<file path="src/rtl/atconv_pool_engine.sv">
// atconv_pool_engine: 3x3 dilated conv with replicate pad, bias, ReLU/saturate, 2x2 max-pool with integer ceiling.
module atconv_pool_engine #(
  parameter int IMG_W = 64,
  parameter int DIL = 2,
  parameter int DW = 13,
  parameter int FRAC = 4,
  parameter logic [DW-1:0] BIAS = 13'h1FF4,
  localparam int LW = $clog2(IMG_W),
  localparam int AW = 2 * LW
) (
  input  logic          clk,
  input  logic          reset,
  input  logic          ready,
  output logic          busy,
  output logic          done,
  output logic [AW-1:0] iaddr,
  input  logic [DW-1:0] idata,
  output logic          cwr,
  output logic [AW-1:0] caddr_wr,
  output logic [DW-1:0] cdata_wr,
  output logic          csel
);
  localparam int AX = DW + 4;
  localparam logic [2:0] S_IDLE = 3'd0, S_CONV = 3'd1, S_L0WR = 3'd2, S_PLWR = 3'd3, S_DONE = 3'd4;
  localparam logic signed [AX-1:0] MAXP = AX'((1 << (DW - 1)) - 1);
  localparam logic signed [AX-1:0] BX = AX'($signed(BIAS));
  localparam logic [DW:0] FM = (DW + 1)'((1 << FRAC) - 1);
  localparam logic [DW-1:0] MAXI = DW'(((1 << (DW - 1)) - 1) & ~((1 << FRAC) - 1));
  localparam logic signed [LW+1:0] SD = (LW + 2)'(DIL);
  localparam logic signed [LW+1:0] WM = (LW + 2)'(IMG_W - 1);
  logic [2:0] state_q, state_d;
  logic [3:0] k_q, k_d;
  logic [1:0] p_q, p_d;
  logic [AW-3:0] blk_q, blk_d;
  logic signed [AX-1:0] acc_q, acc_d;
  logic [DW-1:0] max_q, max_d, cdata_q, cdata_d, vs, pm, pool;
  logic busy_q, busy_d, done_q, done_d, cwr_q, cwr_d, csel_q, csel_d;
  logic [AW-1:0] caddr_q, caddr_d;
  logic [LW-1:0] r, c, row, col;
  logic [1:0] kr;
  logic [3:0] kc;
  logic signed [LW+1:0] tr, tc;
  logic signed [AX-1:0] xs, term, sum, v;
  logic [DW:0] up;
  // Pixel (r,c) walks 2x2 blocks in raster order, p selects the pixel inside the block
  assign r = {blk_q[AW-3:LW-1], p_q[1]};
  assign c = {blk_q[LW-2:0], p_q[0]};
  assign kr = k_q >= 4'd6 ? 2'd2 : k_q >= 4'd3 ? 2'd1 : 2'd0;
  assign kc = k_q - 4'(kr) * 4'd3;
  assign tr = kr == 2'd0 ? $signed({2'b0, r}) - SD : kr == 2'd2 ? $signed({2'b0, r}) + SD : $signed({2'b0, r});
  assign tc = kc == 4'd0 ? $signed({2'b0, c}) - SD : kc == 4'd2 ? $signed({2'b0, c}) + SD : $signed({2'b0, c});
  assign row = tr < 0 ? '0 : tr > WM ? LW'(IMG_W - 1) : tr[LW-1:0];
  assign col = tc < 0 ? '0 : tc > WM ? LW'(IMG_W - 1) : tc[LW-1:0];
  assign iaddr = {row, col};
  assign xs = {{4{idata[DW-1]}}, idata};
  assign term = (kr == 2'd1 && kc == 4'd1) ? xs
              : -(xs >>> ((kr != 2'd1 && kc != 4'd1) ? 4 : kr != 2'd1 ? 3 : 2));
  assign sum = acc_q + term;
  assign v = sum + BX;
  assign vs = v < 0 ? '0 : v > MAXP ? MAXP[DW-1:0] : v[DW-1:0];
  assign pm = max_q > cdata_q ? max_q : cdata_q;
  // Round a fractional max up to the next integer; clip to the largest representable integer
  assign up = ({1'b0, pm} + FM) & ~FM;
  assign pool = |up[DW:DW-1] ? MAXI : up[DW-1:0];
  always_comb begin
    state_d = state_q;
    k_d = k_q;
    p_d = p_q;
    blk_d = blk_q;
    acc_d = acc_q;
    max_d = max_q;
    busy_d = busy_q;
    done_d = 1'b0;
    cwr_d = 1'b0;
    csel_d = csel_q;
    caddr_d = caddr_q;
    cdata_d = cdata_q;
    case (state_q)
      S_IDLE: begin
        state_d = ready ? S_CONV : S_IDLE;
        busy_d = ready;
      end
      S_CONV: begin
        k_d = k_q == 4'd8 ? 4'd0 : k_q + 4'd1;
        acc_d = k_q == 4'd8 ? '0 : sum;
        if (k_q == 4'd8) begin
          state_d = S_L0WR;
          cwr_d = 1'b1;
          csel_d = 1'b0;
          caddr_d = {r, c};
          cdata_d = vs;
        end
      end
      S_L0WR: begin
        max_d = pm;
        state_d = p_q == 2'd3 ? S_PLWR : S_CONV;
        p_d = p_q == 2'd3 ? p_q : p_q + 2'd1;
        if (p_q == 2'd3) begin
          cwr_d = 1'b1;
          csel_d = 1'b1;
          caddr_d = {2'b0, blk_q};
          cdata_d = pool;
        end
      end
      S_PLWR: begin
        p_d = 2'd0;
        max_d = '0;
        blk_d = blk_q + 1'b1;
        state_d = &blk_q ? S_DONE : S_CONV;
        busy_d = ~&blk_q;
        done_d = &blk_q;
      end
      default: state_d = S_IDLE;
    endcase
  end
  always_ff @(posedge clk) begin
    if (reset) begin
      state_q <= S_IDLE;
      k_q <= '0;
      p_q <= '0;
      blk_q <= '0;
      acc_q <= '0;
      max_q <= '0;
      busy_q <= 1'b0;
      done_q <= 1'b0;
      cwr_q <= 1'b0;
      csel_q <= 1'b0;
      caddr_q <= '0;
      cdata_q <= '0;
    end else begin
      state_q <= state_d;
      k_q <= k_d;
      p_q <= p_d;
      blk_q <= blk_d;
      acc_q <= acc_d;
      max_q <= max_d;
      busy_q <= busy_d;
      done_q <= done_d;
      cwr_q <= cwr_d;
      csel_q <= csel_d;
      caddr_q <= caddr_d;
      cdata_q <= cdata_d;
    end
  end
  assign busy = busy_q;
  assign done = done_q;
  assign cwr = cwr_q;
  assign csel = csel_q;
  assign caddr_wr = caddr_q;
  assign cdata_wr = cdata_q;
endmodule
</file>
<file path="config.mk">
export PLATFORM = sky130hd
export DESIGN_NAME = atconv_pool_engine
export DESIGN_NICKNAME = d
export VERILOG_FILES = /design/src/rtl/atconv_pool_engine.sv
export SDC_FILE = /design/constraint.sdc
export NUM_CORES = 1
export LEC_CHECK = 0
export ABC_AREA = 1
export CORE_MARGIN = 5
export CORE_UTILIZATION = 63
export CTS_CLUSTER_SIZE = 12
export DETAILED_ROUTE_END_ITERATION = 12
export GPL_ROUTABILITY_DRIVEN = 0
export HOLD_SLACK_MARGIN = 0.06
export PLACE_DENSITY = 0.86
export SLEW_MARGIN = 20
export SYNTH_ARGS = -nofsm -noshare
export SYNTH_HDL_FRONTEND = slang
export SYNTH_SLANG_ARGS = --single-unit
</file>
<file path="constraint.sdc">
create_clock -name clk -period 9.58 [get_ports clk]
set_input_delay 2.874 -clock clk [delete_from_list [all_inputs] [get_ports clk]]
set_output_delay 2.874 -clock clk [all_outputs]
set_load 0.01 [all_outputs]
</file>
==> out/summary.txt <==
Reg power frac -> 31.8%
Leak pwr -> 0.00302 µW
Post-synth ARST share -> 0%
Synth cell types -> 48
Max-cap viol count -> 0
Fill count -> 833
H-tree levels -> 3
Clock power share -> 20.5%
DR iter-0 viols -> 427
Post-CTS Resized -> 0
Crit Path Max Fanout -> 13
Initial core utilization -> 63.5%
Post-synth top flop -> dfxtp_1
Router iterations before antenna repair -> 5
Slowest-stage cell, CP -> nor4_1
Largest net degree at the start of global routing -> 52
Dpl hpwl -> 11,200 µm
Crit path required time -> 6710 ps
Fin crit period -> 7830 ps
Comb pwr share -> 47.8%
Delay-heaviest family, CP -> simple AND/OR/NAND/NOR gates
Initial antenna violation count -> 0
Syn nets -> 1,013
Status -> completed
TNS Setup -> 0 ps
Finished Layout Cells -> 1,125
Layout Skew -> 9.02 ps
Vert. Die Dim -> 109 µm
CP Buf/Inv Count -> 3
CTS Buffer Depth -> 2
Rel. slew slack -> 36.1%
Final WL -> 14,800 µm
Worst Setup End Kind -> output port
CTS Hold Bufs -> 0
Final setup margin -> 1750 ps
Kind of critical path -> reg2out
Number of enable flip-flop cells after synthesis -> 0
RSZ-0062 raised after global routing -> no
Pwr per Cell Area -> 159 nW/µm²
Vias/cell -> 5.48
Max incr delay on CP -> 750 ps
Clk pin slew, worst setup/hold paths -> 70 ps
DRT antenna net count -> 0
Port Buffers -> 56
Final number of setup-violating endpoints -> 0
Clk Tree Root Cell -> clkbuf_8
Pre-CTS WS -> 2010 ps
GR Overflow Total -> 0
Number of global-route vias before repair -> 5,570
Vias -> 6,165
# rows -> 36
Cell repeated most along the worst path -> nand2_1
TritonCTS Buffers -> 9
CP cell instances -> inv_1 -> ha_1 -> nand2_1 -> nand3_2 -> nor2_4 -> ha_1 -> ha_1 -> inv_1 -> nand2_1 -> fa_1 -> xnor2_1 -> nand2_1 -> nor2_4 -> nand2_1 -> nor4_1 -> a21oi_1 -> clkdlybuf4s50_1
ANT cells -> 0
Fin crit share -> 81.7%
Worst EP arrival -> 4950 ps
WL per Instance -> 13.1 µm
Worst Tran Pin Value -> 959 ps
Hold Path Class -> reg2reg
Register bit total from synthesis -> 78
# Post-CTS Setup Buffers -> 0
Synthesis Warnings -> 0
Fraction of layout cells with a size suffix above 1 -> 5.14%
Pins Over Slew Limit -> 0
Cell internal pwr -> 619 µW
Crit path launch type -> register
CTS tree -> built
Highest Clock Rate -> 0.128 GHz
Net Sw Frac -> 43.5%
Final Net Count -> 1,053
VDD IR-drop max -> 0.0000884 V
Gr usage total -> 25.8%
Seq/Total Area, Yosys -> 25.5%
Mapped Area -> 6120 µm²
First-pass GRT wire length -> 25,000 µm
Layout area overhead -> 12.8%
Cell count after synthesis -> 948
Die ar. -> 11,800 µm²
Die Wd -> 109 µm
Design area -> 6900 µm²
Core area -> 9640 µm²
DR DRC count -> 0
Placed insts -> 1,110
Net Sw Power -> 476 µW
IO Pins -> 57
Synthesized area per cell -> 6.46 µm²
Dpl cell area -> 6730 µm²
Clock Latency Late Sink -> 360 ps
Final Hold Fails -> 0
CTS Sinks -> 78
==> power groups by stage <==
stage	sequential (µW)	clock [µW]	combinational [µW]
2_1_floorplan	353	0	399
3_3_place_gp	355	0	513
3_5_place_dp	355	0	515
4_1_cts	348	226	519
5_1_grt	349	240	595
6_report	348	224	523
==> through the flow <==
step	hold slack, ps	util, %	power (µW)
5_1_grt	490	71.6	1180
3_5_place_dp	462	69.8	870
2_1_floorplan	450	-	752
4_1_cts	476	71.6	1090
3_3_place_gp	456	69.8	868
6_report	475	71.6	1100
==> cell usage after synthesis, types with 2 or more instances <==
cell type	instances	area share, %
a211oi_1	3	0.37
a21oi_1	94	7.7
a22oi_1	8	0.98
a31oi_1	13	1.3
a41oi_1	2	0.29
buf_6	2	0.37
clkbuf_1	26	1.6
dfxtp_1	78	26
fa_1	2	0.65
ha_1	47	9.6
inv_1	121	7.4
inv_2	4	0.25
nand2_1	239	15
nand2_2	3	0.31
nand2_4	2	0.37
nand3_1	65	5.3
nand3_2	4	0.65
nand3b_1	3	0.37
nand4_1	11	1.1
nand4_4	2	0.70
nor2_1	77	4.7
nor2_2	2	0.20
nor2_4	5	0.92
nor3_1	11	0.90
nor4_1	3	0.31
o211ai_1	12	1.5
o21a_1	3	0.37
o21ai_0	53	4.3
o21bai_1	2	0.25
o221ai_1	2	0.29
or2_2	5	0.51
xnor2_1	6	0.86
xor2_1	23	3.3
==> placed cells by master (no fill, tap or decap), types with 3 or more instances in the layout <==
cell type,instances
a21oi_1,94
a31oi_1,13
nor2_1,77
xnor2_1,6
nand4_1,11
nor4_1,3
nand2_2,3
ha_1,47
a22oi_1,8
clkdlybuf4s50_1,55
buf_4,3
nand2_1,239
o21ai_0,53
o21a_1,3
nand3_1,65
inv_1,121
or2_2,5
clkbuf_8,10
o211ai_1,12
dfxtp_1,78
nand3_2,4
a211oi_1,3
nor3_1,11
inv_2,4
xor2_1,23
nor2_4,5
nand3b_1,3
==> per-layer routing <==
metal	wire length (µm)	GRT usage, %	vias to the layer above
met5	0	0	-
met4	331	9.20	0
met3	624	2.69	29
met2	6920	43.6	148
met1	6900	34.1	2783
li1	-	-	3205
==> tightest hold or removal path, delay by kind of cell, from the launching register on <==
| kind | cells | cell delay (ps) |
|---|---|---|
| compound gates | 1 | 50 |
| simple gates | 1 | 60 |
| flops | 1 | 320 |
==> flip-flops by register name (all words and copies together), names as in the netlist <==
register / cells
acc_q: 17
cdata_wr: 13
max_q: 13
caddr_wr: 12
blk_q: 10
k_q: 4
state_q: 3
p_q: 2
busy: 1
csel: 1
cwr: 1
done: 1
==> layout make-up <==
class	instances	area (µm²)	area share (%)
Timing Repair Buffer	59	578	8.37
Sequential cell	78	1560	22.6
Clock inverter	5	33.8	0.489
Multi-Input combinational cell	713	3950	57.2
Clock buffer	10	138	1.99
Tap cell	133	166	2.41
Inverter	127	479	6.94
==> final timing paths <==
path,start,endpoint,slack (ps),depth (start not counted)
worst min register to register,acc_q[12],acc_q[12],470,2
worst min-delay path,acc_q[12],acc_q[12],470,2
worst max register to register,k_q[0],cdata_wr[11],2190,32
worst max-delay path,k_q[0],iaddr[0],1750,17
==> cells by family after synthesis <==
kind of cell	synth area share, %
buf+inv	10.0
flops	25.5
fa+ha+maj	10.3
compound gates	18.5
xor+xnor	4.15
simple gates	31.5
No activity file was read; power rests on OpenSTA's default activity.
